<file path="src/rtl/sched_pkg.sv">
// sched_pkg: shared definitions for the round-robin time-slice scheduler.
//   NUM_CH          number of requesting channels
//   SEL_CH0..SEL_CH3 mux select code for each channel (the downstream
//                   mux decodes sel with the index bits swapped)
//   state_t         FSM encoding (ST_IDLE, ST_GRANT)
//   ch_to_sel       channel index -> mux select code
package sched_pkg;

    localparam int NUM_CH = 4;

    localparam logic [1:0] SEL_CH0 = 2'b00;
    localparam logic [1:0] SEL_CH1 = 2'b10;
    localparam logic [1:0] SEL_CH2 = 2'b01;
    localparam logic [1:0] SEL_CH3 = 2'b11;

    typedef enum logic {
        ST_IDLE  = 1'b0,
        ST_GRANT = 1'b1
    } state_t;

    function automatic logic [1:0] ch_to_sel(input logic [1:0] ch);
        logic [1:0] s;
        case (ch)
            2'd0:    s = SEL_CH0;
            2'd1:    s = SEL_CH1;
            2'd2:    s = SEL_CH2;
            default: s = SEL_CH3;
        endcase
        return s;
    endfunction

endpackage

</file>
<file path="src/rtl/rr_pick.sv">
// rr_pick: combinational round-robin winner search.
//   req   [3:0] in   sampled request vector
//   last  [1:0] in   last-served channel
//   found       out  some request bit is set
//   idx   [1:0] out  winner: first set bit in order last+1, last+2, last+3, last
module rr_pick
    import sched_pkg::*;
(
    input  logic [NUM_CH-1:0] req,
    input  logic [1:0]        last,
    output logic              found,
    output logic [1:0]        idx
);

    always_comb begin : search
        logic [1:0] cand;
        found = 1'b0;
        idx   = last;
        cand  = last;
        // k = NUM_CH wraps back to last itself, so the previous owner is
        // only picked when nobody else is asking.
        for (int k = 1; k <= NUM_CH; k++) begin
            cand = last + 2'(k);
            if (!found && req[cand]) begin
                found = 1'b1;
                idx   = cand;
            end
        end
    end

endmodule

</file>
<file path="src/rtl/rr_slice_scheduler.sv">
// rr_slice_scheduler: round-robin time-slice scheduler for four channels.
// Each owner keeps the downstream 4:1 mux for at most QUANTUM cycles or until
// it drops its request; ownership then rotates with no idle bubble.
//   clk        in   clock, rising edge
//   rst        in   synchronous active-high reset
//   req  [3:0] in   level-sensitive per-channel requests
//   grant[3:0] out  one-hot owner, 0 when idle
//   sel  [1:0] out  mux select (ch0=00 ch1=10 ch2=01 ch3=11), held when idle
//   valid      out  a channel holds the grant
//   slice_end  out  final cycle of the current quantum
//   slice_cnt  out  cycles elapsed in the current grant
// All outputs come straight from registers or from a compare on registers.
module rr_slice_scheduler
    import sched_pkg::*;
#(
    parameter int QUANTUM = 4,
    parameter int CNT_W   = (QUANTUM > 1) ? $clog2(QUANTUM) : 1
) (
    input  logic              clk,
    input  logic              rst,
    input  logic [NUM_CH-1:0] req,
    output logic [NUM_CH-1:0] grant,
    output logic [1:0]        sel,
    output logic              valid,
    output logic              slice_end,
    output logic [CNT_W-1:0]  slice_cnt
);

    localparam logic [CNT_W-1:0] CNT_MAX = CNT_W'(QUANTUM - 1);

    state_t            state_q;
    logic [1:0]        owner_q;
    logic [1:0]        last_q;
    logic [NUM_CH-1:0] grant_q;
    logic [1:0]        sel_q;
    logic [CNT_W-1:0]  cnt_q;

    logic       pick_found;
    logic [1:0] pick_idx;
    logic [1:0] pick_last;

    // While granted, the search starts after the current owner so that a
    // release re-arbitrates as if last had already been updated.
    assign pick_last = (state_q == ST_GRANT) ? owner_q : last_q;

    rr_pick u_pick (
        .req   (req),
        .last  (pick_last),
        .found (pick_found),
        .idx   (pick_idx)
    );

    always_ff @(posedge clk) begin
        if (rst) begin
            state_q <= ST_IDLE;
            owner_q <= 2'd0;
            last_q  <= 2'd3;
            grant_q <= '0;
            sel_q   <= SEL_CH0;
            cnt_q   <= '0;
        end else begin
            case (state_q)
                ST_IDLE: begin
                    if (pick_found) begin
                        state_q <= ST_GRANT;
                        owner_q <= pick_idx;
                        grant_q <= NUM_CH'(1) << pick_idx;
                        sel_q   <= ch_to_sel(pick_idx);
                        cnt_q   <= '0;
                    end
                end
                ST_GRANT: begin
                    if (req[owner_q] && (cnt_q != CNT_MAX)) begin
                        cnt_q <= cnt_q + CNT_W'(1);
                    end else begin
                        // Early release or quantum expiry.
                        last_q <= owner_q;
                        cnt_q  <= '0;
                        if (pick_found) begin
                            owner_q <= pick_idx;
                            grant_q <= NUM_CH'(1) << pick_idx;
                            sel_q   <= ch_to_sel(pick_idx);
                        end else begin
                            state_q <= ST_IDLE;
                            grant_q <= '0;
                        end
                    end
                end
                default: begin
                    state_q <= ST_IDLE;
                    grant_q <= '0;
                end
            endcase
        end
    end

    assign grant     = grant_q;
    assign sel       = sel_q;
    assign valid     = (state_q == ST_GRANT);
    assign slice_end = (state_q == ST_GRANT) && (cnt_q == CNT_MAX);
    assign slice_cnt = cnt_q;

endmodule

</file>
<file path="config.mk">
export PLATFORM = sky130hd
export DESIGN_NAME = rr_slice_scheduler
export DESIGN_NICKNAME = d
export VERILOG_FILES = /design/src/rtl/sched_pkg.sv /design/src/rtl/rr_pick.sv /design/src/rtl/rr_slice_scheduler.sv
export SDC_FILE = /design/constraint.sdc
export NUM_CORES = 1
export LEC_CHECK = 0
export CORE_MARGIN = 10
export CORE_UTILIZATION = 45
export DETAILED_ROUTE_END_ITERATION = 8
export HOLD_SLACK_MARGIN = 0.06
export PLACE_DENSITY = 0.75
export SLEW_MARGIN = 20
export SYNTH_ARGS = -nofsm -noshare
export SYNTH_HDL_FRONTEND = slang
export SYNTH_SLANG_ARGS = --single-unit
export TNS_END_PERCENT = 100
</file>
<file path="constraint.sdc">
create_clock -name clk -period 2.05 [get_ports clk]
set_clock_uncertainty 0.15 [all_clocks]
set_input_delay 0.205 -clock clk [delete_from_list [all_inputs] [get_ports clk]]
set_output_delay 0.205 -clock clk [all_outputs]
set_load 0.05 [all_outputs]
</file>
---- Word-level counts from Yosys, hierarchy flattened ----
Cells that the tools add are included.
cells by class
  multiplexer cells ....................... 36
  shift operators ......................... 1
  bitwise operators ....................... 2
  $lt $le $gt $ge ......................... 5
  reduce and logical (&&, ||, !) cells .... 11
  equal/unequal tests ..................... 6
  $add $sub $neg .......................... 4
operator list
  operator                                                               number
  2-bit 2-to-1 mux                                                       11
  2-bit by 3-bit < comparator with 1-bit output (second input constant)  5
  4-bit 2-to-1 mux                                                       3
  2-bit one-hot mux with 2 select lines                                  3
  1-bit 2-to-1 mux                                                       11
  1-bit binary-select mux with 2-bit select                              5
  4-bit one-hot mux with 2 select lines                                  1
  2-bit != test (second input constant)                                  3
  2-bit one-hot mux with 3 select lines                                  1
  1-bit logical AND                                                      5
  2-bit by 1-bit adder with 2-bit output (second input constant)         2
  2-bit adder (second input constant)                                    2
  2-bit == test (second input constant)                                  2
  2-bit AND reduction                                                    2
  1-bit by 2-bit << shifter with 4-bit output (first input constant)     1
  1-bit logical NOT                                                      3
  2-bit by 1-bit == test with 1-bit output (second input constant)       1
  2-bit logical NOT                                                      1
  1-bit NOT                                                              2
  1-bit one-hot mux with 2 select lines                                  1
word-level totals
  bits of input ports ..................... 6
  flip-flop bits (word level) ............. 13
  logic and storage cells ................. 71
  output and inout port bits .............. 10

---- Logic depth before layout (Yosys ltp) ----
Gate-level depths: netlist of the first run.
  word-level depth ........................ 19
  gate-level depth with buffers ........... 6
  mapped depth without buffers ............ 6

---- Cells and area by module ----
A second synthesis of the first run with hierarchy kept.
unflattened totals
  cells, all modules ...................... 87
  area, all modules ....................... 742.0 um2
by module, submodules not included
  module              area an instance (um2)  sequential area each (um2)  cells each  times used
  rr_slice_scheduler  659.4                   260.2                       73          1
  rr_pick             82.6                    0.0                         14          1

---- Least setup slack after synthesis of the first run ----
No wires, ideal clock.
  path type ............................... flip-flop to flip-flop
  start point ............................. register state_q (netlist: valid)
  end point ............................... register grant_q[2] (netlist: grant[2])
  data arrival time ....................... 1.800 ns
  cell stages (with the launch flop) ...... 6
  path slack .............................. -0.017 ns
  buffers on the path ..................... 0
  required time ........................... 1.783 ns
  clock period less this slack ............ 2.067 ns
  setup time .............................. 0.117 ns
  cells stage by stage .................... dfxtp_1 > mux2i_1 > o2bb2ai_1 > a22o_1 > and2b_1 > a22o_1
on the way
  word-level cells in the longest chain between the ends .. 18
  elaborated cells on any way between the ends .. 35
  those cells by class .................... 3 x add/sub; 2 x eq/ne; 1 x shift; 21 x mux; 1 x bitwise; 7 x reduce/logical
RTL lines
  what                                         RTL line                                            text
  start, declared                              rr_slice_scheduler.sv:31                            state_t state_q;
  start signal, assigned                       rr_slice_scheduler.sv:55                            state_q <= ST_IDLE;
  start signal, assigned                       rr_slice_scheduler.sv:65                            state_q <= ST_GRANT;
  start signal, assigned                       rr_slice_scheduler.sv:84                            state_q <= ST_IDLE;
  2-bit 2-to-1 mux                             rr_slice_scheduler.sv:44                            assign pick_last = (state_q == ST_GRANT) ? owner_q : last_q;
  2-bit by 1-bit adder with 2-bit output       rr_pick.sv:23                                       cand = last + 2'(k);
  1-bit binary-select mux with 2-bit select    rr_pick.sv:24                                       if (!found && req[cand]) begin
  1-bit 2-to-1 mux (implied by the code)       rr_pick.sv:24
  1-bit 2-to-1 mux                             rr_pick.sv:24
  1-bit logical NOT                            rr_pick.sv:24
  1-bit logical AND                            rr_pick.sv:24
  1-bit 2-to-1 mux                             rr_pick.sv:24
  [2 not listed]                               -
  1-bit 2-to-1 mux                             rr_pick.sv:24
  1-bit logical NOT                            rr_pick.sv:24
  1-bit logical AND                            rr_pick.sv:24
  2-bit 2-to-1 mux                             rr_pick.sv:24
  1-bit by 2-bit << shifter with 4-bit output  rr_slice_scheduler.sv:67, rr_slice_scheduler.sv:81
  4-bit 2-to-1 mux                             rr_slice_scheduler.sv:79                            if (pick_found) begin
  4-bit 2-to-1 mux                             rr_slice_scheduler.sv:73                            if (req[owner_q] && (cnt_q != CNT_MAX)) begin
  4-bit one-hot mux with 2 select lines        rr_slice_scheduler.sv:62                            case (state_q)
  end signal, assigned                         rr_slice_scheduler.sv:67                            grant_q <= NUM_CH'(1) << pick_idx;
  end signal, assigned                         rr_slice_scheduler.sv:81                            grant_q <= NUM_CH'(1) << pick_idx;
  end, declared                                rr_slice_scheduler.sv:34                            logic [NUM_CH-1:0] grant_q;
Parallel ways exist; a longest one is shown, timed or not. The select of a mux whose other input is x is not followed.
A chain may end at the register's enable or synchronous reset.

==> results.tsv, run 1 <==
stage	metric	value	unit
status	status	completed	
synthesis	synth_nets	72	
sta	setup_viol	0	
drt	vias_per_cell	5.288	
place	dp.final_hpwl	1.048	mm
clock_tree	htreeDepth	1	
global_route	grt_use_total	8.367	%
place	globalplace.congestion	0.7647	
synthesis	synth_commonest_cells	dfxtp_1 (12), nor2_1 (12), nand2_1 (5)	
setup_path	worstPathArrival	1530	ps
synthesis	synth_top_area_cell	dfxtp_1	
setup_path	critPathLaunchType	flop	
cells_and_area	nets	97	
sta	fin_crit_sh	92.04	%
global_route	grt_overflow_total	0	
cells_and_area	fin_util	66.25	%
global_route	grt_pass1_vias	540	
worst_hold_path	hold_class	reg -> reg	
synthesis	dominantRegCellSynth	dfxtp_1	
floorplan	dieHeight	57.03	µm
synthesis	synth_seq_cells	12	
sta	setup-tns-final	0	ps
place	place_ws	19.87	ps
clock_tree	cts_tree	built	
synthesis	synth-compound-area-share	19.47	%
clock_tree	cts_resized	0	
synthesis	synthCells	65	
synthesis	synth_top_area_share	38.95	%
drt	wl_per_cell	12.52	µm
synthesis	synth-simple-area-share	28.60	%
setup_path	cp.buffers_inverters	1	
drt	firstDrtPassIters	4	
synthesis	async_flop_share	0	%
floorplan	core_area	1301	µm²
clock_tree	cts_buffer_depth	2	
clock_tree	cts_hold_buf	0	
synthesis	syn_avg_cell_area	9.490	µm²
power	p_leak	0.3463	nW
synthesis	yosysSeqAreaShare	38.95	%
job	drv_cap	0	
clock_tree	cts_made_buffers	3	
clock_tree	clk_pin_slew	80	ps
power	power_density	869.4	nW/µm²
floorplan	rows	13	
clock_tree	clkSinkCount	12	
sta	fmax	530.0	MHz
drt	routed_wl	1.302	mm
synthesis	netlist_area	616.8	µm²
clock_tree	clk_latency	270	ps
drt	drc	0	
synthesis	synth_area_leaders	dfxtp_1 (39%), nor2_1 (7.3%), mux2i_1 (4.9%), a211oi_1 (3.7%), mux4_2 (3.7%)	
sta	tightest_slew	473.6	ps
place	port-buffer-count	15	
synthesis	synthMuxAreaShare	8.519	%
sta	final_hold_viol_count	0	
sta	maxSlewViolCount	0	
sta	finalCriticalPeriod	1887	ps
floorplan	die_w	57.03	µm
setup_path	worst-setup-path-type	reg -> out	
synthesis	ys.warnings.count	0	
setup_path	critical_path.top_delay_family	buffers and inverters	
synthesis	synth_edf_count	0	
clock_tree	postCtsSetupBuffers	0	
global_route	grt_pass1_wl	2.228	mm
setup_path	slowest_delay	840	ps
floorplan	dieArea	3252	µm²
power	vdd_drop_max	0.5537	mV
cells_and_area	layout-drive-gt1-share	21.35	%
sta	rsz0062_at_grt	no	
drt	vias	550	
setup_path	cp_max_fo	5	
synthesis	yosysUniqueCellTypes	30	
power	total_power	0.7495	mW
clock_tree	root_buffer	clkbuf_4	
synthesis	synth_top_family_by_area	simple AND/OR/NAND/NOR gates	
setup_path	cp_cell_sequence	clkdlybuf4s50_1	
sta	fin_ws	163.3	ps
floorplan	ioPinCount	16	
synthesis	synthXorXnorAreaFrac	0	%
drt	initialDrtViolationCount	6	
drt	ant_nets	0	
synthesis	synth_fa_ha_area_share	2.028	%
setup_path	worstSetupEndpointType	output pin	
floorplan	initial_core_util	47.40	%
global_route	grt_max_degree	8	
setup_path	critPathSlowestCell	clkdlybuf4s50_1	
setup_path	required	1690	ps
sta	slew_headroom	67.53	%
global_route	antenna_found_initial	0	
cells_and_area	area_growth_syn_to_layout	39.76	%
cells_and_area	n_antenna_cell	0	
==> area by class of cell <==
cell class / count / area, µm²
clock buffer: 4 / 36.28
fill: 119 / 439.2
inverter: 1 / 3.754
multi-input combinational: 50 / 361.6
sequential: 12 / 241.5
tap: 15 / 18.77
timing repair buffer: 22 / 200.2
==> registers in the layout, indices dropped and copies added (netlist names) <==
register / flops
grant: 4
last_q: 2
owner_q: 2
slice_cnt: 2
sel: 1
valid: 1
==> power by group <==
group	leakage (nW)	total [mW]	internal, mW	switching [mW]
clock	0.0210	0.189	0.108	0.0814
sequential	0.0990	0.288	0.264	0.0236
combinational	0.226	0.272	0.111	0.161
total	0.346	0.749	0.483	0.266
==> tightest hold or removal path: cells and delay by family, from the launching register on <==
kind / cells / cell delay (ps)
flops: 1 / 340
compound gates: 1 / 60
simple gates: 1 / 50
==> metrics by stage <==
stage / instances / cell area [µm²] / hold WS [ps]
6_report: 104 / 862.1 / 316.6
5_1_grt: 104 / 862.1 / 354.9
2_1_floorplan: 65 / 618.1 / 188.6
3_5_place_dp: 100 / 825.8 / 300.6
3_3_place_gp: 100 / 825.8 / 303.1
4_1_cts: 104 / 862.1 / 319.6
==> path summary, 6_finish.rpt <==
path | from | to | slack, ps | cells after the start
max | owner_q[0]$_SDFFE_PP0P_ | sel[1] | 160 | 1
min | grant[3]$_SDFFE_PP0P_ | grant[3]$_SDFFE_PP0P_ | 320 | 2
max reg2reg | owner_q[0]$_SDFFE_PP0P_ | grant[0]$_SDFFE_PP0P_ | 180 | 4
min reg2reg | grant[3]$_SDFFE_PP0P_ | grant[3]$_SDFFE_PP0P_ | 320 | 2
==> cell families (layout without fill, tap and decap cells) <==
logic type,Yosys count,after routing
AND/OR/NAND/NOR,29,29
AO/OA/AOI/OAI,16,16
flip-flops,12,12
adder cells (fa/ha/maj),1,1
multiplexers,4,4
buffers and inverters,3,27
==> cells in the final DEF, fill, tap and decap left out, types with 2 or more instances in the layout <==
cell type         n
a211oi_1          3
a21boi_0          2
a21oi_1           2
a22o_1            2
buf_4             8
clkbuf_4          3
clkdlybuf4s50_1  14
dfxtp_1          11
mux2i_1           3
nand2_1           5
nor2_1           12
nor3_1            2
o21ai_0           2
==> layer usage <==
| metal | GRT usage, % | up-vias | wire [µm] |
|---|---|---|---|
| met5 | 0 | - | 0 |
| met4 | 2.013 | 0 | 12 |
| met3 | 5.973 | 2 | 126 |
| met2 | 13.02 | 12 | 600 |
| met1 | 8.989 | 252 | 562 |
| li1 | - | 284 | - |
Note: power is estimated with default switching activity, not from simulation.
==> run 2, diff against run 1 <==
CELL_PAD_IN_SITES_DETAIL_PLACEMENT = 1   (was default)
CELL_PAD_IN_SITES_GLOBAL_PLACEMENT = 1   (was default)
CORE_UTILIZATION = 34   (was 45)
PLACE_DENSITY = default   (was 0.75)
PLACE_DENSITY_LB_ADDON = 0.1   (was default)
==> run 2 against run 1 <==
Compared with the run above:
- global-route usage is 0.48 points higher
- cell area increased by 2.3%
- clock power about the same
- register-to-register slack lost 30 ps
- sequential power about the same
- utilization fell by 15 points
- clock-buffer cell count did not move
==> results.tsv, run 2 (synthesis gave the netlist of run 1 again) <==
stage	metric	value	unit	change
power	total_power	0.7611	mW	+1.5%
drt	firstDrtPassIters	4		unchanged
clock_tree	root_buffer	clkbuf_4		
setup_path	slowest_delay	840	ps	about the same
floorplan	ioPinCount	16		unchanged
worst_hold_path	hold_class	reg -> reg		
cells_and_area	final_cell_mix	clkdlybuf4s50_1 (14), nor2_1 (12), dfxtp_1 (11)		
place	dpl_cell_area	845.8	µm²	+2.4%
clock_tree	cts_tree	built		
setup_path	worst-setup-path-type	reg -> out		
power	vdd_drop_max	0.4378	mV	-21%
setup_path	required	1690	ps	about the same
drt	ant_nets	0		unchanged
floorplan	rows	15		+2
clock_tree	clk_latency	270	ps	about the same
place	dp.cells	111		+11%
setup_path	critPathSlowestCell	clkdlybuf4s50_1		
sta	fin_ws	141.3	ps	-21.97 ps
drt	drc	0		unchanged
global_route	grt_overflow_total	0		unchanged
drt	routed_wl	1.587	mm	+22%
global_route	grt_max_degree	11		+3
sta	setup_viol	0		unchanged
global_route	grt_pass1_vias	637		+18%
clock_tree	clk_pin_slew	80	ps	about the same
drt	vias	565		+2.7%
global_route	antenna_found_initial	0		unchanged
cells_and_area	multiInputGateArea	361.6	µm²	unchanged
clock_tree	cts_resized	0		unchanged
sta	final_hold_viol_count	0		unchanged
setup_path	cp_cell_sequence	clkdlybuf4s50_1		
setup_path	critical_path.top_delay_family	buffers and inverters		
sta	setup-tns-final	0	ps	unchanged
clock_tree	clkSinkCount	12		unchanged
floorplan	core_area	1727	µm²	+33%
clock_tree	cts_hold_buf	0		unchanged
cells_and_area	mostFrequentLayoutCell	clkdlybuf4s50_1		
power	p_leak	0.3512	nW	+1.4%
cells_and_area	final_cell_area	882.1	µm²	+2.3%
place	port-buffer-count	15		unchanged
setup_path	r2r_setup_slack	150	ps	-30 ps
cells_and_area	layout-drive-gt1-share	22.22	%	+0.87 points
cells_and_area	n_fill_cell	205		+72%
sta	fin_crit_sh	93.11	%	+1.1 points
setup_path	crit_start	owner_q[0]$_SDFFE_PP0P_		
setup_path	worstPathArrival	1550	ps	+20 ps
cells_and_area	largest_reg_flops	4		unchanged
clock_tree	cts_buffer_depth	2		unchanged
power	power_density	862.8	nW/µm²	-0.76%
cells_and_area	seqCellArea	241.5	µm²	unchanged
worst_hold_path	worstHoldStart	grant[1]$_SDFFE_PP0P_		
status	status	completed		
sta	fmax	523.9	MHz	-1.2%
sta	slew_headroom	66.10	%	-1.4 points
place	globalplace.congestion	0.7280		-4.8%
clock_tree	htreeDepth	1		unchanged
setup_path	critPathLaunchType	flop		
place	place_ws	0.7211	ps	-19.15 ps
clock_tree	cts_made_buffers	3		unchanged
place	dp.final_hpwl	1.265	mm	+21%
sta	finalCriticalPeriod	1909	ps	+21.97 ps
sta	rsz0062_at_grt	no		
cells_and_area	nets	98		+1.0%
floorplan	die_w	62.60	µm	+9.8%
cells_and_area	final_cell_count_no_fill	115		+11%
job	drv_cap	0		unchanged
setup_path	cp_max_fo	5		unchanged
floorplan	dieArea	3918	µm²	+20%
setup_path	worstSetupEndpointType	output pin		
floorplan	initial_core_util	35.72	%	-12 points
sta	tightest_slew	506.8	ps	+33.28 ps
global_route	grt_use_total	8.850	%	+0.48 points
drt	wl_per_cell	13.80	µm	+10%
drt	initialDrtViolationCount	1		-5
drt	vias_per_cell	4.913		-7.1%
cells_and_area	n_antenna_cell	0		unchanged
floorplan	dieHeight	62.60	µm	+9.8%
clock_tree	postCtsSetupBuffers	0		unchanged
setup_path	cp.buffers_inverters	1		unchanged
setup_path	reg2reg_from	owner_q[0]$_SDFFE_PP0P_		
global_route	grt_pass1_wl	2.856	mm	+28%
cells_and_area	area_growth_syn_to_layout	43.00	%	
sta	maxSlewViolCount	0		unchanged
==> run 2: cell types whose count changed in the layout (fill, tap and decap cells not counted), sizes merged <==
cell and change:
buf +1
==> run 2: final timing paths <==
kind,endpoint,cells past startpoint
setup / recovery,sel[1],1
hold / removal,grant[1]$_SDFFE_PP0P_,2
setup reg to reg,grant[0]$_SDFFE_PP0P_,4
hold reg to reg,grant[1]$_SDFFE_PP0P_,2
==> run 2: cell type report <==
| type | count | share of cell area (%) |
|---|---|---|
| multi-input cells | 50 | 40.99 |
| flip-flops and latches | 12 | 27.38 |
| repair buffers | 23 | 23.55 |
| clock buffers | 4 | 4.113 |
| well taps | 25 | 3.546 |
| inverters | 1 | 0.4255 |
==> run 2: power by group <==
group	total [mW]	internal [mW]	switching, mW	leakage (nW)
Clock	0.189	0.108	0.0813	0.0210
Sequential	0.290	0.264	0.0254	0.0990
Combinational	0.282	0.116	0.166	0.231
==> run 2: layer usage <==
metal	part of all wire [%]	vias to the layer above	track usage, %
met1	43	266	8.797
li1	-	288	-
met2	49	9	15.00
met5	0	-	0
met3	7.3	2	4.480
met4	0.76	0	4.190
==> run 2: metrics by stage <==
stage / utilization [%] / hold slack [ps]
final: 51.09 / 325.6
after global routing: 51.09 / 358.6
after CTS: 51.09 / 333.7
after detailed placement: 48.99 / 311.7
after global placement: 48.99 / 306.6
after floorplan: - / 188.6
